$ cat src/rtl/lfsr_step_ctrl_pkg.sv
// Board constants shared by the LFSR, step control and seven-segment blocks.
// Holds the debounce/auto-run defaults and the step counter width.
package lfsr_step_ctrl_pkg;

  localparam int DEB_CYCLES_DEF = 16;
  localparam int AUTO_DIV_DEF   = 1000;
  localparam int STEP_CNT_W     = 8;

  // Counter widths sized for the top of each parameter's legal range.
  localparam int DEB_CNT_W  = 16;
  localparam int AUTO_CNT_W = 24;

  typedef logic [STEP_CNT_W-1:0] step_cnt_t;

endpackage

$ cat src/rtl/lfsr_step_ctrl_btn_debounce.sv
// Button synchronizer + debounce: 2-flop sync, level accepted after DEB_CYCLES stable cycles; rise is a 1-cycle pulse.
// Latency: stable/rise change DEB_CYCLES+2 edges after btn is first sampled; no backpressure.
module btn_debounce
  import lfsr_step_ctrl_pkg::*;
#(
  parameter int DEB_CYCLES = DEB_CYCLES_DEF
) (
  input  logic Clk,
  input  logic rst,
  input  logic btn,
  output logic stable,
  output logic rise
);

  localparam logic [DEB_CNT_W-1:0] DEB_LAST = DEB_CNT_W'(DEB_CYCLES - 1);

  logic                 sync1;
  logic                 sync2;
  logic [DEB_CNT_W-1:0] cnt;

  always_ff @(posedge Clk or negedge rst) begin
    if (!rst) begin
      sync1  <= 1'b0;
      sync2  <= 1'b0;
      stable <= 1'b0;
      rise   <= 1'b0;
      cnt    <= '0;
    end else begin
      sync1 <= btn;
      sync2 <= sync1;
      rise  <= 1'b0;
      if (sync2 == stable) begin
        cnt <= '0;
      end else if (cnt == DEB_LAST) begin
        // Accept the new level on the edge the count would reach DEB_CYCLES.
        cnt    <= '0;
        stable <= ~stable;
        rise   <= ~stable;
      end else begin
        cnt <= cnt + DEB_CNT_W'(1);
      end
    end
  end

endmodule

$ cat src/rtl/lfsr_step_ctrl.sv
// LFSR step control: debounced single-step or (with LFSR_STEP_AUTO_EN) free-running step pulses, plus a step counter.
// Latency: press to step DEB_CYCLES+3 edges, auto step every AUTO_DIV cycles; no backpressure, step never high twice in a row.
module lfsr_step_ctrl
  import lfsr_step_ctrl_pkg::*;
#(
  parameter int DEB_CYCLES = DEB_CYCLES_DEF,
  parameter int AUTO_DIV   = AUTO_DIV_DEF
) (
  input  logic                  Clk,
  input  logic                  rst,
  input  logic                  btn,
  input  logic                  auto_run,
  output logic                  step,
  output logic [STEP_CNT_W-1:0] step_cnt
);

  localparam logic [AUTO_CNT_W-1:0] AUTO_LAST = AUTO_CNT_W'(AUTO_DIV - 1);

  logic deb_stable;
  logic deb_rise;
  logic step_nxt;
  logic unused_sig;

  btn_debounce #(
    .DEB_CYCLES(DEB_CYCLES)
  ) u_btn_debounce (
    .Clk   (Clk),
    .rst   (rst),
    .btn   (btn),
    .stable(deb_stable),
    .rise  (deb_rise)
  );

`ifdef LFSR_STEP_AUTO_EN
  logic [AUTO_CNT_W-1:0] presc;
  logic                  presc_wrap;

  always_ff @(posedge Clk or negedge rst) begin
    if (!rst) begin
      presc <= '0;
    end else if (!auto_run) begin
      presc <= '0;
    end else if (presc == AUTO_LAST) begin
      presc <= '0;
    end else begin
      presc <= presc + AUTO_CNT_W'(1);
    end
  end

  assign presc_wrap = auto_run && (presc == AUTO_LAST);
  assign unused_sig = deb_stable;

  // Presses debounced during auto-run are dropped, not queued.
  always_comb begin
    step_nxt = auto_run ? presc_wrap : deb_rise;
    if (step) step_nxt = 1'b0;
  end
`else
  assign unused_sig = deb_stable ^ auto_run ^ AUTO_LAST[0];

  always_comb begin
    step_nxt = deb_rise;
    if (step) step_nxt = 1'b0;
  end
`endif

  always_ff @(posedge Clk or negedge rst) begin
    if (!rst) begin
      step     <= 1'b0;
      step_cnt <= '0;
    end else begin
      step     <= step_nxt;
      step_cnt <= step_cnt + STEP_CNT_W'(step_nxt);
    end
  end

endmodule

$ cat config.mk
export PLATFORM = sky130hd
export DESIGN_NAME = lfsr_step_ctrl
export DESIGN_NICKNAME = d
export VERILOG_FILES = /design/src/rtl/lfsr_step_ctrl_pkg.sv /design/src/rtl/lfsr_step_ctrl_btn_debounce.sv /design/src/rtl/lfsr_step_ctrl.sv
export SDC_FILE = /design/constraint.sdc
export NUM_CORES = 1
export LEC_CHECK = 0
export ABC_AREA = 1
export ABC_CLOCK_PERIOD_IN_PS = 1600
export CAP_MARGIN = 5
export CELL_PAD_IN_SITES_DETAIL_PLACEMENT = 0
export CELL_PAD_IN_SITES_GLOBAL_PLACEMENT = 1
export CORE_MARGIN = 3
export CORE_UTILIZATION = 42
export CTS_CLUSTER_SIZE = 12
export DETAILED_ROUTE_END_ITERATION = 7
export HOLD_SLACK_MARGIN = 0.1
export PLACE_DENSITY_LB_ADDON = 0.1
export SLEW_MARGIN = 20
export SYNTH_ARGS = -nofsm -noshare
export SYNTH_HDL_FRONTEND = slang
export SYNTH_HIERARCHICAL = 1
export SYNTH_SLANG_ARGS = --single-unit
$ cat constraint.sdc
create_clock -name Clk -period 1.6 [get_ports Clk]
set_input_delay 0.24 -clock Clk [delete_from_list [all_inputs] [get_ports Clk]]
set_output_delay 0.24 -clock Clk [all_outputs]
set_load 0.05 [all_outputs]
==> results.cfg, run 1 <==
[run_status]
status = complete, no violations

[logic_synthesis]
seq_area_frac_synth_pct = 51.3
syn_area_sq_mm = 0.00141
ys_warn_count = 6
syn-instance-count = 169
synth_cell_types = 21
syn_area_per_cell_sq_um = 8.37
synth.net_count = 176
ys_seq_elements = 29

[die]
die_x_um = 64.0
fp-row-count = 20
core_sq_mm = 0.00313
start_util_pct = 45.2
dieArea_sq_mm = 0.00410
fp.dieH_um = 64.0
ioPinCount = 13

[clocking]
cts.repair.resized = 0
cts_num_sinks = 29
cts_made_buffers = 5
insertion_delay_ps = 320
clk_pin_slew_ps = 90
clockBufferDepth = 2
cts-htree-levels = 2
cts_root_buf = clkbuf_4
postCtsSetupBuffers = 0
holdBufCountCts = 0
cts_tree = built

[setup_path]
reg2reg_depth = 6
r2r_end = u_btn_debounce/cnt[0]
rr_startpoint = u_btn_debounce/cnt[0]
worstPathRequired_ps = 1820
critical_path_class = flip-flop to flip-flop
crit_arrival_ps = 1640
reg2reg_slack_ps = 180
path_max_fanout = 5
end_kind = flip-flop
setup.worst_path.start_class = flip-flop

[detailed_routing]
routed-via-count = 1083
drc = 0
first_pass_iters = 5
wl_per_cell_um = 11.2
vias_per_cell = 4.67
ant_nets = 0
wirelength_um = 2590
dr.first_iter.drc_count = 68

[sta]
hold_violations = 0
period_share_pct = 88.9
slew_headroom_pct = 75.8
tns_ps = 0
finalMaxSlewViolations = 0
max_freq_mhz = 703
whs_ps = 287
rsz0062_at_grt = false
setup_slack_ps = 178
period_minus_slack_ps = 1420
setup_viol = 0
worstMarginPinSlew_ps = 364
skew_ps = 9.64

[placed_design]
hpwlAfterDp_um = 1930
io_buffers = 11
placed_cells = 224
post_dp_cell_area_sq_mm = 0.00156
place_worst_setup_slack_ps = 188
gp_congestion = 0.759

[pwr]
power_mw = 1.41
p_per_area_mw_per_mm2 = 857
ir_drop_mv = 0.515
leakagePower_nw = 0.753

[final_layout]
final_core_util_pct = 52.6
layout-drive-gt1-share_pct = 16.5
final_area_sq_mm = 0.00164
syn2layout_area_growth_pct = 16.3
regArea_sq_um = 726
multi_input_area_sq_um = 616
diodes = 0
fin_nets = 194
fillers = 299
fin_cells = 232

[worst_hold_path]
hp-class = primary input to async pin

[global_route]
grt_usage_pct = 14.5
overflow = 0
grt_max_degree = 30
grt_pass1_wl_um = 4560
grt_pass1_vias = 1037
antenna_found_initial = 0

[flow_run]
maxCapViolCount = 0
## cell usage in the layout, fill, tap and decap left out, types with 3 or more instances in the layout
master,synthesis,final
clkbuf_4,0,5
nor2_2,3,3
nand3_1,9,9
nand2_1,40,40
inv_1,15,15
dfrtp_1,29,29
ha_1,3,3
nand4_1,4,4
inv_2,3,3
buf_4,0,10
xor2_1,6,6
nor2_1,36,36
xnor2_1,4,4
o21ai_1,3,3
nand2_2,3,3
## cell type report
class / instances / area share [%]
clock buffers: 7 / 3.35
clock inverters: 1 / 1.83
inverters: 18 / 4.11
multi-input cells: 121 / 37.4
flip-flops and latches: 29 / 44.1
well taps: 44 / 3.35
repair buffers: 12 / 5.78
## worst max-delay path, cell delays in order (launching register included)
cell and delay [ps]:
dfrtp_1 430, ha_1 230, nand3_2 180, nor2_1 210, nand2_1 90, nand2_1 130
nor2_1 60
## registers in the layout, summed over array words and instances, names as in the netlist
name	cells
u_btn_debounce/sync2	1
u_btn_debounce/stable	1
step	1
u_btn_debounce/sync1	1
step_cnt	8
u_btn_debounce/cnt	16
u_btn_debounce/rise	1
## Yosys cell counts
| cell type | number | area share, % |
|---|---|---|
| nor2_1 | 36 | 9.6 |
| nand2_2 | 3 | 1.3 |
| xnor2_1 | 4 | 2.5 |
| inv_1 | 15 | 4.0 |
| nand2_1 | 40 | 11 |
| nand3_2 | 2 | 1.4 |
| a21oi_1 | 2 | 0.71 |
| nand3_1 | 9 | 3.2 |
| xor2_1 | 6 | 3.7 |
| o21ai_1 | 3 | 1.1 |
| nand4_1 | 4 | 1.8 |
| nor3_1 | 1 | 0.35 |
| nor3b_2 | 1 | 0.88 |
| ha_1 | 3 | 2.7 |
| nor2_2 | 3 | 1.3 |
| o21bai_1 | 1 | 0.53 |
| inv_2 | 3 | 0.80 |
| nor2_4 | 2 | 1.6 |
| o21ai_0 | 1 | 0.35 |
| buf_2 | 1 | 0.35 |
| dfrtp_1 | 29 | 51 |
## how the worst max path moves through the flow
stage | start | endpoint | slack (ps) | depth (start not counted)
finish | u_btn_debounce/cnt[0] | u_btn_debounce/cnt[0] | 180 | 6
global route | step | step_cnt[6] | 50 | 6
CTS | u_btn_debounce/cnt[0] | u_btn_debounce/cnt[3] | 170 | 6
detailed placement | step | step_cnt[6] | 190 | 6
global placement | step | step_cnt[6] | 240 | 6
floorplan | step | step_cnt[6] | 40 | 6
## power breakdown
| group | switching [mW] | internal (mW) |
|---|---|---|
| Sequential | 0.00944 | 0.741 |
| Combinational | 0.0281 | 0.0133 |
| Clock | 0.245 | 0.373 |
## logic make-up after synthesis
kind of cell / share of synthesized area [%]
xor+xnor: 6.19
fa+ha+maj: 2.66
simple gates: 32.0
buf+inv: 5.13
flops: 51.3
compound gates: 2.65
## routing by layer
metal	share of wire (%)	track usage, %	wire [um]	up-vias
met5	0	0	0	-
met4	1.1	4.85	29	0
met3	3.8	5.98	99	5
met2	47	22.5	1230	13
met1	48	18.2	1240	500
li1	-	-	-	565
(Power assumes the default switching activity.)
==> run 2: changes to the inputs <==
Settings changed: CORE_MARGIN 3 to 1.5.
==> run 2 against run 1 <==
  * Sequential power barely moved
  * Clock skew grew 3.0 ps
  * Design area fell by 2.1%
==> results.cfg, run 2 (same netlist as run 1, synthesis figures left out) <==
[run_status]
status = complete, no violations

[final_layout]
final_area_sq_mm = 0.00161
regArea_sq_um = 726
layout-drive-gt1-share_pct = 16.5
top_register = u_btn_debounce/cnt
multi_input_area_sq_um = 616
diodes = 0
syn2layout_area_growth_pct = 13.9
layout_commonest_cell = nand2_1
most-common-layout-cells = nand2_1 (40), nor2_1 (36), dfrtp_1 (29)
largest_register_ffs = 16
fin_nets = 194
fillers = 315
top_regs = u_btn_debounce/cnt: 16 flops, step_cnt: 8 flops

[sta]
period_minus_slack_ps = 1390
max_freq_mhz = 719
finalMaxSlewViolations = 0
skew_ps = 12.7
hold_violations = 0
setup_viol = 0
slew_headroom_pct = 75.9
worstMarginPinSlew_ps = 361
period_share_pct = 86.9
rsz0062_at_grt = false
tns_ps = 0

[pwr]
combPwrFrac_pct = 3.4
p_sw_share_pct = 23.3
seq_power_share_pct = 62.4
cellInternalPower_mw = 0.921
p_per_area_mw_per_mm2 = 746
p_clk_share_pct = 34.2
switchingPower_mw = 0.280
leakagePower_nw = 0.739
ir_drop_mv = 0.444

[die]
dieArea_sq_mm = 0.00372
fp-row-count = 20
core_sq_mm = 0.00313
ioPinCount = 13
start_util_pct = 45.2
fp.dieH_um = 61.0
die_x_um = 61.0

[detailed_routing]
wirelength_um = 2450
drc = 0
ant_nets = 0
wl_per_cell_um = 10.6
first_pass_iters = 4
vias_per_cell = 4.59
routed-via-count = 1065
dr.first_iter.drc_count = 33

[setup_path]
end_kind = flip-flop
crit_arrival_ps = 1600
reg2reg_depth = 6
critical_path_class = flip-flop to flip-flop
path_max_fanout = 5
worstPathRequired_ps = 1810
setup.worst_path.start_class = flip-flop

[global_route]
grt_pass1_wl_um = 4360
met3_usage_pct = 6.30
antenna_found_initial = 0
grt_max_degree = 30
grt-busiest-layer = met2
use_met2_pct = 24.6
grt_pass1_vias = 1032
use_met1_pct = 20.9
grt_usage_pct = 16.2
overflow = 0

[clocking]
holdBufCountCts = 0
insertion_delay_ps = 330
cts_made_buffers = 5
cts_tree = built
postCtsSetupBuffers = 0
cts_root_buf = clkbuf_4
clockBufferDepth = 2
cts.repair.resized = 0
clk_pin_slew_ps = 100
cts-htree-levels = 2
cts_num_sinks = 29

[placed_design]
hpwlAfterDp_um = 1850
gp_congestion = 0.772
post_dp_cell_area_sq_mm = 0.00156
io_buffers = 11

[worst_hold_path]
hp-class = primary input to async pin

[flow_run]
maxCapViolCount = 0
==> run 2: metal layers <==
metal  part of all wire [%]  wire length, um  up-vias
li1                       -                -      562
met5                      0                0        -
met4                    1.3               31        0
met2                     46             1130       13
met3                    3.7               90        4
met1                     49             1200      486
==> run 2: per-stage QoR <==
stage | power (mW) | hold WS [ps] | utilization [%] | instances | worst slack, ps
after detailed placement | 0.807 | 347 | 49.8 | 224 | 203
after global placement | 0.806 | 339 | 49.8 | 224 | 241
after floorplan | 0.781 | -55.6 | - | 169 | 35.5
after global routing | 1.27 | 297 | 51.5 | 232 | 54.2
after CTS | 1.23 | 280 | 51.5 | 232 | 180
final | 1.20 | 275 | 51.5 | 232 | 209
==> run 2: power by group through the flow <==
stage	combinational [mW]	clock, mW	sequential, mW
2_1_floorplan	0.0186	0	0.763
3_3_place_gp	0.0425	0	0.764
3_5_place_dp	0.0433	0	0.764
4_1_cts	0.0434	0.441	0.749
5_1_grt	0.0482	0.472	0.752
6_report	0.0411	0.410	0.749
==> run 2: cell type report <==
| type | instances | share of cell area, % |
|---|---|---|
| sequential | 29 | 45.1 |
| multi-input combinational | 121 | 38.2 |
| timing repair buffer | 12 | 5.91 |
| inverter | 18 | 4.20 |
| tap | 44 | 3.42 |
| clock buffer | 6 | 2.56 |
| clock inverter | 2 | 0.622 |
==> run 2: worst max-delay path, cell delays in order, from the launching register on <==
cell,delay (ps)
dfrtp_1,400
ha_1,220
nand3_2,180
nor2_1,190
nand2_1,90
nand2_1,130
nor2_1,60
==> run 2: worst paths after layout <==
kind	from	end	slack, ps
worst max register to register	u_btn_debounce/cnt[0]	u_btn_debounce/cnt[3]	210
worst min register to register	u_btn_debounce/sync1	u_btn_debounce/sync2	360
worst max-delay path	u_btn_debounce/cnt[0]	u_btn_debounce/cnt[3]	210
min in group Clk	btn	u_btn_debounce/sync1	350
max in group asynchronous	rst	u_btn_debounce/stable	1040
worst min-delay path	rst	u_btn_debounce/cnt[10]	280
==> run 3: changes to the inputs <==
Settings changed: CTS_CLUSTER_SIZE 12 to 10.
==> results of run 3 <==
No change in the layout: final DEF, timing and power equal those of run 2.
